`config.mk`:
```
export PLATFORM = sky130hd
export DESIGN_NAME = token_uart_tx
export DESIGN_NICKNAME = d
export VERILOG_FILES = /design/src/rtl/token_uart_tx.sv
export SDC_FILE = /design/constraint.sdc
export NUM_CORES = 1
export LEC_CHECK = 0
export ABC_AREA = 1
export CORE_MARGIN = 3
export CORE_UTILIZATION = 55
export DETAILED_ROUTE_END_ITERATION = 12
export PLACE_DENSITY = 0.73
export SKIP_CTS_REPAIR_TIMING = 1
export SLEW_MARGIN = 40
export SYNTH_ARGS = -nofsm -noshare
export SYNTH_HDL_FRONTEND = slang
export SYNTH_SLANG_ARGS = --single-unit
```
`constraint.sdc`:
```
create_clock -name clk -period 5.95 [get_ports clk]
set_input_delay 1.19 -clock clk [delete_from_list [all_inputs] [get_ports clk]]
set_output_delay 1.19 -clock clk [all_outputs]
set_load 0.03 [all_outputs]
```
`src/rtl/token_uart_tx.sv`:
```
// Token framer and 8N1 UART transmitter: captures an 8-byte token burst, double-buffers it
// and sends SYNC, STATUS, token bytes and (with TOKEN_TX_CRC_EN defined) a trailing CRC-8.
module token_uart_tx #(
  parameter int unsigned CLKS_PER_BIT = 16
) (
  input  logic       clk,
  input  logic       rst,
  input  logic       tok_valid,
  input  logic [2:0] tok_idx,
  input  logic [7:0] tok_byte,
  input  logic       luhn_valid,
  input  logic       meta_hit,
  input  logic       clr_err,
  output logic       uart_tx,
  output logic       tx_busy,
  output logic       frame_done,
  output logic       overrun,
  output logic       seq_err
);

  localparam logic [7:0]  SYNC_BYTE = 8'hA5;
  localparam logic [15:0] BAUD_MAX  = 16'(CLKS_PER_BIT - 1);
`ifdef TOKEN_TX_CRC_EN
  localparam logic [3:0]  LAST_PTR  = 4'd10;
`else
  localparam logic [3:0]  LAST_PTR  = 4'd9;
`endif

  typedef enum logic [1:0] {
    IDLE,
    START,
    DATA,
    STOP
  } tx_state_e;

`ifdef TOKEN_TX_CRC_EN
  // One byte of CRC-8, polynomial 0x07, MSB first.
  function automatic logic [7:0] crc8_byte(input logic [7:0] crc, input logic [7:0] data);
    logic [7:0] c;
    c = crc ^ data;
    for (int i = 0; i < 8; i++) begin
      c = c[7] ? ((c << 1) ^ 8'h07) : (c << 1);
    end
    return c;
  endfunction
`endif

  // Capture buffer
  logic        cap_open_q, cap_open_d;
  logic        cap_full_q, cap_full_d;
  logic        drop_q, drop_d;
  logic [2:0]  exp_idx_q, exp_idx_d;
  logic [63:0] cap_data_q, cap_data_d;
  logic [7:0]  cap_status_q, cap_status_d;

  // Transmit buffer
  logic        txb_valid_q, txb_valid_d;
  logic [63:0] txb_data_q, txb_data_d;
  logic [7:0]  txb_status_q, txb_status_d;

`ifdef TOKEN_TX_CRC_EN
  logic [7:0]  cap_crc_q, cap_crc_d;
  logic [7:0]  txb_crc_q, txb_crc_d;
`endif

  // Transmitter
  tx_state_e   state_q, state_d;
  logic [15:0] baud_q, baud_d;
  logic [2:0]  bit_q, bit_d;
  logic [3:0]  ptr_q, ptr_d;
  logic        uart_tx_q, uart_tx_d;
  logic        frame_done_q, frame_done_d;
  logic        overrun_q, overrun_d;
  logic        seq_err_q, seq_err_d;

  logic        bit_end;
  logic        release_txb;
  logic        load_txb;
  logic        start_cap;
  logic        ovr_set;
  logic [7:0]  new_status;
  logic [2:0]  tok_sel;
  logic [7:0]  frame_byte;

  assign bit_end     = (baud_q == BAUD_MAX);
  assign release_txb = (state_q == STOP) && bit_end && (ptr_q == LAST_PTR);
  // CAP moves to TXB when TXB is empty or is being freed by the final stop bit.
  assign load_txb    = cap_full_q && (!txb_valid_q || release_txb);
  assign new_status  = {luhn_valid, meta_hit, 6'b0};

  always_comb begin
    cap_open_d   = cap_open_q;
    cap_full_d   = cap_full_q;
    drop_d       = drop_q;
    exp_idx_d    = exp_idx_q;
    cap_data_d   = cap_data_q;
    cap_status_d = cap_status_q;
`ifdef TOKEN_TX_CRC_EN
    cap_crc_d    = cap_crc_q;
`endif
    seq_err_d    = 1'b0;
    ovr_set      = 1'b0;
    start_cap    = 1'b0;

    if (load_txb) begin
      cap_full_d = 1'b0;
    end

    if (cap_open_q) begin
      if (tok_valid && (tok_idx == exp_idx_q)) begin
        cap_data_d[{tok_idx, 3'b000} +: 8] = tok_byte;
`ifdef TOKEN_TX_CRC_EN
        cap_crc_d = crc8_byte(cap_crc_q, tok_byte);
`endif
        if (exp_idx_q == 3'd7) begin
          cap_open_d = 1'b0;
          cap_full_d = 1'b1;
        end else begin
          exp_idx_d = exp_idx_q + 3'd1;
        end
      end else begin
        seq_err_d  = 1'b1;
        cap_open_d = 1'b0;
        start_cap  = tok_valid && (tok_idx == 3'd0);
      end
    end else if (tok_valid) begin
      if (tok_idx == 3'd0) begin
        if (cap_full_q && !load_txb) begin
          ovr_set = 1'b1;
          drop_d  = 1'b1;
        end else begin
          start_cap = 1'b1;
        end
      end else if (!drop_q) begin
        seq_err_d = 1'b1;
      end
    end

    // A dropped burst stays silently ignored until its strobe falls.
    if (!tok_valid) begin
      drop_d = 1'b0;
    end

    if (start_cap) begin
      cap_open_d       = 1'b1;
      drop_d           = 1'b0;
      exp_idx_d        = 3'd1;
      cap_data_d[7:0]  = tok_byte;
      cap_status_d     = new_status;
`ifdef TOKEN_TX_CRC_EN
      cap_crc_d        = crc8_byte(crc8_byte(8'h00, new_status), tok_byte);
`endif
    end
  end

  always_comb begin
    txb_data_d   = txb_data_q;
    txb_status_d = txb_status_q;
`ifdef TOKEN_TX_CRC_EN
    txb_crc_d    = txb_crc_q;
`endif
    txb_valid_d  = txb_valid_q;
    if (load_txb) begin
      txb_valid_d  = 1'b1;
      txb_data_d   = cap_data_q;
      txb_status_d = cap_status_q;
`ifdef TOKEN_TX_CRC_EN
      txb_crc_d    = cap_crc_q;
`endif
    end else if (release_txb) begin
      txb_valid_d = 1'b0;
    end
    overrun_d = ovr_set ? 1'b1 : (clr_err ? 1'b0 : overrun_q);
  end

  always_comb begin
    tok_sel    = 3'(ptr_q - 4'd2);
    frame_byte = 8'hFF;
    if (ptr_q == 4'd0) begin
      frame_byte = SYNC_BYTE;
    end else if (ptr_q == 4'd1) begin
      frame_byte = txb_status_q;
    end else if (ptr_q <= 4'd9) begin
      frame_byte = txb_data_q[{tok_sel, 3'b000} +: 8];
    end
`ifdef TOKEN_TX_CRC_EN
    else if (ptr_q == 4'd10) begin
      frame_byte = txb_crc_q;
    end
`endif
  end

  always_comb begin
    state_d      = state_q;
    baud_d       = bit_end ? 16'd0 : baud_q + 16'd1;
    bit_d        = bit_q;
    ptr_d        = ptr_q;
    frame_done_d = release_txb;
    unique case (state_q)
      IDLE: begin
        baud_d = 16'd0;
        if (txb_valid_q || load_txb) begin
          state_d = START;
          ptr_d   = 4'd0;
          bit_d   = 3'd0;
        end
      end
      START: begin
        if (bit_end) begin
          state_d = DATA;
          bit_d   = 3'd0;
        end
      end
      DATA: begin
        if (bit_end) begin
          if (bit_q == 3'd7) begin
            state_d = STOP;
          end else begin
            bit_d = bit_q + 3'd1;
          end
        end
      end
      STOP: begin
        if (bit_end) begin
          if (ptr_q == LAST_PTR) begin
            state_d = IDLE;
          end else begin
            state_d = START;
            ptr_d   = ptr_q + 4'd1;
          end
        end
      end
      default: state_d = IDLE;
    endcase

    // The line is registered, so it is derived from the next state.
    unique case (state_d)
      START:   uart_tx_d = 1'b0;
      DATA:    uart_tx_d = frame_byte[bit_d];
      default: uart_tx_d = 1'b1;
    endcase
  end

  always_ff @(posedge clk) begin
    if (rst) begin
      cap_open_q   <= 1'b0;
      cap_full_q   <= 1'b0;
      drop_q       <= 1'b0;
      exp_idx_q    <= 3'd0;
      cap_data_q   <= 64'd0;
      cap_status_q <= 8'd0;
      txb_valid_q  <= 1'b0;
      txb_data_q   <= 64'd0;
      txb_status_q <= 8'd0;
`ifdef TOKEN_TX_CRC_EN
      cap_crc_q    <= 8'd0;
      txb_crc_q    <= 8'd0;
`endif
      state_q      <= IDLE;
      baud_q       <= 16'd0;
      bit_q        <= 3'd0;
      ptr_q        <= 4'd0;
      uart_tx_q    <= 1'b1;
      frame_done_q <= 1'b0;
      overrun_q    <= 1'b0;
      seq_err_q    <= 1'b0;
    end else begin
      cap_open_q   <= cap_open_d;
      cap_full_q   <= cap_full_d;
      drop_q       <= drop_d;
      exp_idx_q    <= exp_idx_d;
      cap_data_q   <= cap_data_d;
      cap_status_q <= cap_status_d;
      txb_valid_q  <= txb_valid_d;
      txb_data_q   <= txb_data_d;
      txb_status_q <= txb_status_d;
`ifdef TOKEN_TX_CRC_EN
      cap_crc_q    <= cap_crc_d;
      txb_crc_q    <= txb_crc_d;
`endif
      state_q      <= state_d;
      baud_q       <= baud_d;
      bit_q        <= bit_d;
      ptr_q        <= ptr_d;
      uart_tx_q    <= uart_tx_d;
      frame_done_q <= frame_done_d;
      overrun_q    <= overrun_d;
      seq_err_q    <= seq_err_d;
    end
  end

  assign uart_tx    = uart_tx_q;
  assign tx_busy    = (state_q != IDLE);
  assign frame_done = frame_done_q;
  assign overrun    = overrun_q;
  assign seq_err    = seq_err_q;

endmodule

```
---- Word-level counts from Yosys, hierarchy flattened ----
Index checks and enable logic that the tools add are counted.
storage, ports and cells
  register bits after elaboration ......... 168
  input port bits ......................... 17
cells by class
  equality and inequality tests ........... 15
  multiplexer cells ....................... 56
  shift-type cells ........................ 3
  add/subtract/negate cells ............... 6
  order comparisons ....................... 2
  reductions and logical operators ........ 28
  bitwise gates (word level) .............. 3
operators with widths
  operator                                              number
  bitwise mux 64 bit                                    1
  variable shift 8 x 8 -> 64 bit, first input constant  1
  indexed part select 64 x 7 -> 8 bit                   1
  indexed part select 8 x 8 -> 64 bit                   1
  2-to-1 mux 8 bit                                      6
  2-to-1 mux 1 bit                                      32
  adder 16 x 1 -> 16 bit, second input constant         1
  == test 16 x 4 -> 1 bit, second input constant        1
  2-to-1 mux 3 bit                                      4
  2-to-1 mux 4 bit                                      3
  nonzero test 2 bit                                    6
  2-to-1 mux 2 bit                                      5
  case mux 3 bit (3 select lines)                       1
  AND reduction 3 bit                                   3
  != test 2 bit, second input constant                  4
  negator 6 -> 8 bit                                    1
  case mux 2 bit (4 select lines)                       1
  case mux 4 bit (2 select lines)                       1
  adder 3 x 1 -> 3 bit, second input constant           2
  == test 2 bit, second input constant                  3
  == test 3 bit, second input constant                  2
  logical AND 1 bit                                     6
  OR reduction 3 bit                                    2
  adder 4 x 1 -> 4 bit, second input constant           1
  18 further kinds                                      24

---- Logic depth before layout (Yosys ltp) ----
  depth after elaboration ................. 13
  depth in mapped cells ................... 15
  depth with buffers taken out ............ 14

---- Least setup slack after synthesis ----
No wires, ideal clock.
  path kind ............................... in2reg
  from .................................... in tok_idx[0]
  to ...................................... reg cap_data_q[38]
  path buffers ............................ 1
  arrival time ............................ 2662 ps
  library setup time ...................... 86 ps
  stages .................................. 10
  path slack .............................. 3202 ps
  cells stage by stage .................... inv_2 > ha_1 > ha_1 > inv_1 > nor2_1 > nand4_1 > nor2_2 > buf_2 > nor2_1 > a211oi_1
on the way
  word-level cells in the longest chain between the ends .. 3
  elaborated cells between the ends (all ways) .. 7
  those cells by class .................... add/sub: 1; eq/ne: 1; shift: 2; mux: 1; reduce/logical: 2
RTL lines
  what                                                               line      RTL
  start: declaration                                                 9         input logic [2:0] tok_idx,
  negator 6 -> 8 bit / == test 3 bit (equally long branches)         111, 110
  indexed part select 8 x 8 -> 64 bit, or another cell as far along  111       cap_data_d[{tok_idx, 3'b000} +: 8] = tok_byte;
  bitwise mux 64 bit / AND reduction 2 bit (equally long branches)   -
  end signal: assignment                                             272       cap_data_q <= cap_data_d;
  end: declaration                                                   53        logic [63:0] cap_data_q, cap_data_d;
Several ways; a longest one is shown, not always the timed one.
A chain may end at the register's enable or synchronous reset.

---- Final worst setup path ----
  from .................................... reg ptr_q[1]
  to ...................................... reg txb_data_q[48]
on the way
  word-level cells in the longest chain between the ends .. 4
RTL lines
  what                      line  RTL
  start: declaration        70    logic [3:0] ptr_q, ptr_d;
  start signal: assignment  284   ptr_q <= ptr_d;
  == test 4 bit             86    assign release_txb = (state_q == STOP) && bit_end && (ptr_q == LAST_PTR);
  logical AND 1 bit         86
  logical OR 1 bit          88    assign load_txb = cap_full_q && (!txb_valid_q || release_txb);
  logical AND 1 bit         88
  end signal: assignment    275   txb_data_q <= txb_data_d;
  end: declaration          58    logic [63:0] txb_data_q, txb_data_d;
No other way between the ends.

==> flow_summary.yaml <==
critical_path:
  critPathArrivalTime_ns: 3.90
  r2r_slack_ns: 2.42
  reg2reg_depth: 10
  end_kind: "flip-flop"
  path_class: "reg2reg"
  required_ns: 6.31
  critPathMaxFanout: 69
  startpoint_type: "flip-flop"
synthesis:
  syn_inst: 986
  synth.avg_cell_area_um2: 7.31
  synth_top_family_by_area: "simple AND/OR/NAND/NOR gates"
  syn_area_um2: 7210
  ys_ff_latch: 168
  synthesis.nets: 1014
  synthAdderAreaFrac_pct: 1.91
  yosysWarnings: 0
  synth-compound-area-share_pct: 17.1
  muxShareOfSynthArea_pct: 0
  synth_simple_gate_area_share_pct: 26.9
  synth_cell_types: 38
  synth_xor_area_share_pct: 0.365
  seq_area_frac_synth_pct: 46.7
timing:
  min_period_over_period_pct: 59.4
  hold-worst-slack_ns: 0.454
  min_period_ns: 3.53
  tightest_slew_ns: 0.769
  finalClockSkew_ns: 0.0103
  hold_viol_final: 0
  maxSlewViolCount: 0
  rsz0062_at_grt: "no"
  clock.fmax_mhz: 283
  setup_violations: 0
  tns_ns: 0
  max_slew_margin_pct: 48.6
grt:
  grt_max_degree: 70
  antenna_found_initial: 0
  track_usage_pct: 23.7
  grt_pass1_wl_mm: 27.4
  gr-total-overflow: 0
  grt_pass1_vias: 5581
clock_network:
  cts_sinks: 168
  cts.path.max_buffers: 2
  htree_levels: 4
  clk_latency_ns: 0.44
  cts_inserted_buffers: 17
  cts_tree: "yes"
  clk_pin_slew_worst_paths_ns: 0.06
  clockRootBuffer: "clkbuf_16"
route:
  drtAntennaViolNets: 0
  remaining_drc_errors: 0
  dr.first_iter.drc_count: 509
  post_drt_wl_per_cell_um: 14.1
  drt_wl_total_mm: 16.5
  firstDrtPassIters: 4
  post_drt_via_cell_ratio: 5.33
  num_vias: 6219
layout:
  final_cell_mix: "179 x nor2_1, 168 x dfxtp_1, 146 x nand2_1"
  fin_area_um2: 8030
  syn2layout_area_growth_pct: 11.4
  post-route-util_pct: 63.1
  layout_commonest_cell: "nor2_1"
  fin_nets: 1010
  num_antenna_cells: 0
  drive_gt1_share_pct: 6.73
  fill_cells: 1198
placed_design:
  place.port_buffers: 21
  placed_area_um2: 7440
  hpwl_mm: 11.0
  place_congestion: 0.865
power_and_ir_drop:
  p_leak_nw: 3.14
  switching_share_pct: 23.5
  power_switching_uw: 539
  power_frac_comb_pct: 3.2
  seqPwrFrac_pct: 49.3
  irDropWorstVdd_v: 0.000207
  p_int_mw: 1.75
  power_density_nw_per_um2: 285
  clkPwrFrac_pct: 47.5
hold_path:
  hold_depth: 2
  min_path_type: "reg2reg"
run:
  cap_violations: 0
die:
  rows: 41
  fp.dieW_um: 120
  dieArea_um2: 14500
  coreArea_um2: 12700
  die_h_um: 120
  initial_core_util_pct: 56.6
  io_pins: 22
status:
  outcome: "finished clean"
-- state kept, by name (all words and copies together) (netlist names), 2 cells and up --
register      count
cap_status_q      2
cap_data_q       64
bit_q             3
state_q           2
baud_q           16
exp_idx_q         3
txb_data_q       64
txb_status_q      2
ptr_q             4
-- worst paths after layout --
kind | from | end
setup reg to reg | ptr_q[1]$_SDFFE_PP0P_ | txb_data_q[48]$_SDFFE_PP0P_
setup / recovery | ptr_q[1]$_SDFFE_PP0P_ | txb_data_q[48]$_SDFFE_PP0P_
hold reg to reg | txb_data_q[14]$_SDFFE_PP0P_ | txb_data_q[14]$_SDFFE_PP0P_
hold / removal | txb_data_q[14]$_SDFFE_PP0P_ | txb_data_q[14]$_SDFFE_PP0P_
-- critical path, stage by stage (launching register included) --
cell	delay, ns
dfxtp_1	0.82
clkinv_1	0.78
ha_1	0.47
nand3_1	0.12
nor2_1	0.07
nand2_2	0.09
nand2_2	0.07
nand2_2	0.09
buf_4	0.48
o21ai_0	0.30
nor2_1	0.14
-- routing by layer --
| metal | track usage, % | wire length (µm) |
|---|---|---|
| met1 | 34.3 | 8210 |
| met2 | 34.9 | 7170 |
| met3 | 4.72 | 767 |
| met4 | 8.78 | 306 |
| met5 | 0 | 0 |
-- synth_stat cells, drive strengths merged --
cell type	number	area share [%]
a31oi	1	0.087
clkinv	3	0.16
xnor2	1	0.12
a21oi	81	5.6
buf	19	1.6
and3	1	0.087
nand4	7	0.69
nor2	187	10
ha	11	1.9
o211a	3	0.42
xor2	2	0.24
nand3b	1	0.10
or2	2	0.17
a211oi	14	1.6
a22oi	1	0.10
nand2	154	8.4
dfxtp	168	47
o21ai	129	9.0
nand3	82	5.7
nor3	11	0.97
inv	71	3.7
nor3b	4	0.49
o21a	3	0.31
clkbuf	30	1.6
-- metrics by stage --
stage                     setup slack (ns)  power [mW]  cells
after floorplan                       3.20        1.20    986
after global placement                2.20        1.23   1135
after detailed placement              2.14        1.23   1135
after CTS                             2.44        2.30   1167
after global routing                  2.09        2.35   1167
final                                 2.42        2.29   1167
-- cells by family (layout without fill, tap and decap cells) --
kind of cell / after synthesis / after routing
buf+inv: 123 / 132
fa+ha+maj: 11 / 11
compound gates: 232 / 232
xor+xnor: 3 / 3
simple gates: 449 / 449
flops: 168 / 168
-- power by group through the flow --
stage	Combinational [mW]	Clock (mW)	Sequential [mW]
after floorplan	0.0439	0	1.15
after global placement	0.0730	0	1.15
after detailed placement	0.0723	0	1.15
after CTS	0.0728	1.10	1.13
after global routing	0.0806	1.15	1.13
final	0.0730	1.09	1.13
-- final cells by class --
cell class | instances | area [µm²] | area share, %
tap | 172 | 215 | 2.68
timing repair buffer | 26 | 248 | 3.09
clock buffer | 19 | 443 | 5.52
inverter | 74 | 282 | 3.51
multi-input combinational | 695 | 3340 | 41.6
clock inverter | 13 | 139 | 1.73
sequential | 168 | 3360 | 41.9
No activity file was read; power rests on OpenSTA's default activity.
